<file path="src/rtl/rggen_bit_field_set_arbiter_pkg.sv">
// Shared types and constants for the bit-field set arbiter.
// Counter width applies only when RGGEN_SET_ARBITER_BLOCKED_COUNT_EN is defined.
package rggen_bit_field_set_arbiter_pkg;

   localparam int BLOCKED_COUNT_WIDTH = 8;

   typedef enum logic {
      IDLE  = 1'b0,
      ISSUE = 1'b1
   } set_arb_state_e;

endpackage

</file>
<file path="src/rtl/rggen_round_robin_arbiter.sv">
// Round-robin arbiter: the pointer names the highest-priority requester and
// moves just past the acked requester whenever i_update is high.
module rggen_round_robin_arbiter #(
   parameter int REQUESTERS = 2
) (
   input  logic                          i_clk,
   input  logic                          i_rst_n,
   input  logic [REQUESTERS-1:0]         i_request,
   input  logic [REQUESTERS-1:0]         i_mask,
   input  logic                          i_update,
   output logic [REQUESTERS-1:0]         o_grant,
   output logic [$clog2(REQUESTERS)-1:0] o_index
);

   localparam int IDX_W = $clog2(REQUESTERS);

   logic [IDX_W-1:0]      ptr_q;
   logic [IDX_W-1:0]      mask_idx;
   logic [IDX_W-1:0]      start_idx;
   logic [REQUESTERS-1:0] req_eff;

   assign req_eff = i_request & ~i_mask;

   always_comb begin
      mask_idx = '0;
      for (int i = 0; i < REQUESTERS; i++) begin
         if (i_mask[i]) mask_idx = IDX_W'(i);
      end
   end

   // On an ack the new order starts just past the acked requester in the
   // same cycle, so the immediate re-arbitration is already fair.
   always_comb begin
      if (!i_update)
         start_idx = ptr_q;
      else if (mask_idx == IDX_W'(REQUESTERS - 1))
         start_idx = '0;
      else
         start_idx = mask_idx + IDX_W'(1);
   end

   always_comb begin
      logic [IDX_W-1:0] idx;
      o_grant = '0;
      o_index = '0;
      idx     = '0;
      for (int i = REQUESTERS - 1; i >= 0; i--) begin
         idx = IDX_W'((int'(start_idx) + i) % REQUESTERS);
         if (req_eff[idx]) begin
            o_grant = REQUESTERS'(1) << idx;
            o_index = idx;
         end
      end
   end

   always_ff @(posedge i_clk or negedge i_rst_n) begin
      if (!i_rst_n)
         ptr_q <= '0;
      else if (i_update)
         ptr_q <= start_idx;
   end

endmodule

</file>
<file path="src/rtl/rggen_bit_field_set_arbiter.sv">
// Arbitrates hardware set requests onto a single bit-field set port.
// Optional o_blocked_count enabled by macro RGGEN_SET_ARBITER_BLOCKED_COUNT_EN.
//
// state | meaning
// IDLE  | no grant held, arbitrating incoming requests
// ISSUE | o_set driven with the registered winner value until acked
module rggen_bit_field_set_arbiter
   import rggen_bit_field_set_arbiter_pkg::*;
#(
   parameter int WIDTH       = 8,
   parameter int REQUESTERS  = 2,
   parameter int WRITE_FIRST = 1
) (
   input  logic                        i_clk,
   input  logic                        i_rst_n,
   input  logic                        i_sw_write,
   input  logic [REQUESTERS-1:0]       i_req,
   input  logic [REQUESTERS*WIDTH-1:0] i_req_value,
   output logic [REQUESTERS-1:0]       o_ack,
   output logic                        o_set,
   output logic [WIDTH-1:0]            o_value,
   output logic                        o_busy
`ifdef RGGEN_SET_ARBITER_BLOCKED_COUNT_EN
   ,
   output logic [BLOCKED_COUNT_WIDTH-1:0] o_blocked_count
`endif
);

   localparam int IDX_W = $clog2(REQUESTERS);

   set_arb_state_e        state_q;
   logic [IDX_W-1:0]      winner_q;
   logic [IDX_W-1:0]      gnt_idx;
   logic [REQUESTERS-1:0] gnt;
   logic [REQUESTERS-1:0] winner_oh;
   logic [REQUESTERS-1:0] arb_mask;
   logic [WIDTH-1:0]      value_q;
   logic [WIDTH-1:0]      gnt_value;
   logic                  issuing;
   logic                  blocked;
   logic                  ack_ok;

   assign issuing   = (state_q == ISSUE);
   assign blocked   = issuing && (WRITE_FIRST != 0) && i_sw_write;
   assign ack_ok    = issuing && !blocked;
   assign winner_oh = REQUESTERS'(1) << winner_q;
   assign arb_mask  = issuing ? winner_oh : '0;
   assign gnt_value = i_req_value[int'(gnt_idx)*WIDTH +: WIDTH];

   assign o_ack   = ack_ok ? winner_oh : '0;
   assign o_set   = issuing;
   assign o_busy  = issuing;
   assign o_value = value_q;

   rggen_round_robin_arbiter #(
      .REQUESTERS (REQUESTERS)
   ) u_arbiter (
      .i_clk     (i_clk),
      .i_rst_n   (i_rst_n),
      .i_request (i_req),
      .i_mask    (arb_mask),
      .i_update  (ack_ok),
      .o_grant   (gnt),
      .o_index   (gnt_idx)
   );

   always_ff @(posedge i_clk or negedge i_rst_n) begin
      if (!i_rst_n) begin
         state_q  <= IDLE;
         winner_q <= '0;
         value_q  <= '0;
      end else begin
         case (state_q)
            IDLE: begin
               if (|gnt) begin
                  state_q  <= ISSUE;
                  winner_q <= gnt_idx;
                  value_q  <= gnt_value;
               end
            end
            ISSUE: begin
               // A blocked cycle holds winner and value untouched.
               if (ack_ok) begin
                  if (|gnt) begin
                     winner_q <= gnt_idx;
                     value_q  <= gnt_value;
                  end else begin
                     state_q <= IDLE;
                     value_q <= '0;
                  end
               end
            end
            default: state_q <= IDLE;
         endcase
      end
   end

`ifdef RGGEN_SET_ARBITER_BLOCKED_COUNT_EN
   logic [BLOCKED_COUNT_WIDTH-1:0] blocked_count_q;

   always_ff @(posedge i_clk or negedge i_rst_n) begin
      if (!i_rst_n)
         blocked_count_q <= '0;
      else if (blocked && (blocked_count_q != '1))
         blocked_count_q <= blocked_count_q + BLOCKED_COUNT_WIDTH'(1);
   end

   assign o_blocked_count = blocked_count_q;
`endif

endmodule

</file>
<file path="config.mk">
export PLATFORM = sky130hd
export DESIGN_NAME = rggen_bit_field_set_arbiter
export DESIGN_NICKNAME = d
export VERILOG_FILES = /design/src/rtl/rggen_bit_field_set_arbiter_pkg.sv /design/src/rtl/rggen_round_robin_arbiter.sv /design/src/rtl/rggen_bit_field_set_arbiter.sv
export SDC_FILE = /design/constraint.sdc
export NUM_CORES = 1
export LEC_CHECK = 0
export BUFFER_PORTS_ARGS = -buffer_cell sky130_fd_sc_hd__buf_2
export CORE_UTILIZATION = 29
export CTS_CLUSTER_DIAMETER = 40
export DETAILED_ROUTE_END_ITERATION = 6
export PLACE_DENSITY = 0.7
export SLEW_MARGIN = 20
export SYNTH_ARGS = -nofsm -noshare
export SYNTH_HDL_FRONTEND = slang
export SYNTH_SLANG_ARGS = --single-unit
</file>
<file path="constraint.sdc">
create_clock -name i_clk -period 2.6 [get_ports i_clk]
set_input_delay 0.26 -clock i_clk [delete_from_list [all_inputs] [get_ports i_clk]]
set_output_delay 0.26 -clock i_clk [all_outputs]
set_load 0.05 [all_outputs]
</file>
==> results.yml <==
status:
  status: "completed"
grt:
  grt_usage_pct: 13.0
  grt_pass1_wl_um: 1840
  globalRouteOverflowTotal: 0
  antenna_found_initial: 0
  grt_max_degree: 12
  grt_pass1_vias: 446
clock_tree:
  clockBufferDepth: 2
  post_cts_resized: 0
  numCtsBuffers: 3
  clkLatencyLatePin_ps: 260
  tritoncts: "done"
  clk_pin_slew_worst_paths_ps: 70
  root_buffer: "clkbuf_4"
  cts.sinks: 11
  ctsHtreeMaxLevel: 1
floorplan:
  core_area_um2: 1750
  dieHeight_um: 45.3
  io_pins: 33
  start_util_pct: 31.1
  die_area_um2: 2050
  fp-row-count: 15
  die_w_um: 45.3
power_and_ir_drop:
  peakVddDrop_mv: 0.436
  clkPwrFrac_pct: 13.7
  p_int_w: 0.000412
  p_switching_w: 0.000417
  p_per_area_nw_per_um2: 1090
  p_sw_share_pct: 50.3
  leakage_nw: 0.409
  seq_power_share_pct: 33.3
  combPwrFrac_pct: 53.0
route:
  dr.pass1.iters: 2
  drt_iter0_drc: 1
  drc: 0
  wire_per_inst_um: 10.2
  antenna_left: 0
  vias: 489
  vias_per_cell: 4.29
  wirelength_um: 1160
critical_path:
  r2r_slack_ps: 1220
  required_ps: 2340
  end_kind: "output pin"
  r2r-start: "o_busy"
  critPathMaxFanout: 8
  r2r_cells: 4
  timing.rr.end: "o_value[1]"
  critPathKind: "register to output pin"
  cp-start-kind: "register"
  arrival_ps: 1400
worst_hold_path:
  hold_class: "input pin to register"
  min_to: "o_value[6]"
  hold_start: "i_req_value[14]"
  whs_path_depth: 3
synth:
  synthMuxAreaShare_pct: 16.6
  synth-seq-cells: 11
  synthSimpleGateAreaFrac_pct: 13.4
  yosys_warnings: 0
  synth-compound-area-share_pct: 15.2
  synth_cell_type_count: 16
  synthCells: 53
  synth_top_family_by_area: "multiplexers"
  synth_nets: 74
  synth_xor_area_share_pct: 0
  synth_area_um2: 543
  ys_seq_area_share_pct: 50.7
  synth.avg_cell_area_um2: 10.2
  synth-adder-area-share_pct: 0
finish:
  utilization_pct: 43.5
  syn2layout_area_growth_pct: 39.9
  nets: 111
  diodes: 0
  drive_above_1_share_pct: 42.7
place:
  hpwl_um: 869
  io_buffers: 32
  routabilityCongestion: 0.636
sta:
  fmax_mhz: 602
  slew_violations: 0
  hold_viol_final: 0
  finalSetupTns_ps: 0
  timing.slew.headroom_pct: 75.6
  fin_skew_ps: 0.906
  setup-violations-final: 0
  period_minus_slack_ps: 1660
  rsz0062_at_grt: "no"
  worstMarginPinSlew_ps: 366
  fin_crit_sh_pct: 63.8
flow_run:
  maxCapViolations: 0
==> final cells by class <==
type | instances | area (µm²)
repair buffers | 34 | 178
flip-flops and latches | 11 | 275
clock buffers | 4 | 26.3
fillers | 189 | 986
well taps | 25 | 31.3
inverters | 1 | 3.75
multi-input cells | 39 | 245
==> cells in the mapped netlist <==
cell type,count,area (µm²)
nor2_1,3,11.3
buf_6,1,11.3
inv_2,1,3.75
a21oi_1,1,5.00
nor3_1,1,5.00
dfrtp_1,11,275
o21ai_1,8,40.0
nor2b_1,2,12.5
buf_4,1,7.51
a21o_1,1,7.51
o311ai_2,1,16.3
and2_1,1,6.26
nand2_1,10,37.5
o22a_1,1,8.76
o21ai_0,1,5.00
mux2i_1,9,90.1
==> power by group through the flow <==
stage          Combinational (W)  Sequential, W  Clock (W)
3_5_place_dp            0.000444       0.000281          0
4_1_cts                 0.000446       0.000278   0.000118
6_report                0.000440       0.000277   0.000113
3_3_place_gp            0.000440       0.000278          0
2_1_floorplan           0.000175       0.000447          0
5_1_grt                 0.000471       0.000285   0.000126
==> worst max-delay path by stage <==
stage,start,end,slack [ps],cells after the start
after detailed placement,o_busy,o_ack[1],1220,3
after global placement,o_busy,o_ack[1],1250,3
after global routing,o_busy,o_ack[1],810,3
after floorplan,o_busy,o_ack[0],620,2
final,o_busy,o_ack[1],940,3
after CTS,o_busy,o_ack[1],930,3
==> sequential cells by signal, summed over array words and instances (netlist names) <==
name and count:
u_arbiter.ptr_q 1, o_busy 1, o_value 8, winner_q 1
==> per-layer routing <==
layer	routed length, µm	vias to the layer above	global-route usage, %
li1	-	255	-
met1	525	211	15.8
met2	547	23	20.3
met3	89	0	5.20
met4	0	0	5.45
met5	0	-	0
==> cell usage in the layout, fill, tap and decap left out <==
master | synthesis | final
a21o_1 | 1 | 1
a21oi_1 | 1 | 1
and2_1 | 1 | 1
buf_2 | 0 | 32
buf_4 | 1 | 1
clkbuf_1 | 0 | 1
clkbuf_4 | 0 | 3
dfrtp_1 | 11 | 11
dlygate4sd3_1 | 0 | 1
inv_2 | 1 | 1
mux2i_1 | 9 | 9
nand2_1 | 10 | 10
nor2_1 | 3 | 3
nor2b_1 | 2 | 2
nor3_1 | 1 | 1
o21ai_0 | 1 | 1
o21ai_1 | 8 | 8
o22a_1 | 1 | 1
o311ai_2 | 1 | 1
==> critical path, stage by stage (launching register included) <==
cell and delay (ps):
dfrtp_1 460, nor2b_1 250, and2_1 170, buf_2 260
==> metrics by stage <==
stage,total power (W),setup slack (ps),instances,hold WS [ps],cell area (µm²)
after floorplan,0.000621,618,53,-35.6,543
after global placement,0.000718,1250,109,143,723
after detailed placement,0.000725,1220,109,145,723
after CTS,0.000841,926,114,263,759
final,0.000830,940,114,268,759
after global routing,0.000882,813,114,281,759
==> kinds of logic after synthesis <==
family / Yosys count
flops: 11
mux: 9
buf+inv: 3
compound gates: 13
simple gates: 17
==> repair_timing <==
action                    4_1_cts  5_1_grt
hold buffers                    1        0
setup buffers                   0        0
hold endpoints to repair       11        0
Note: power is estimated with default switching activity, not from simulation.
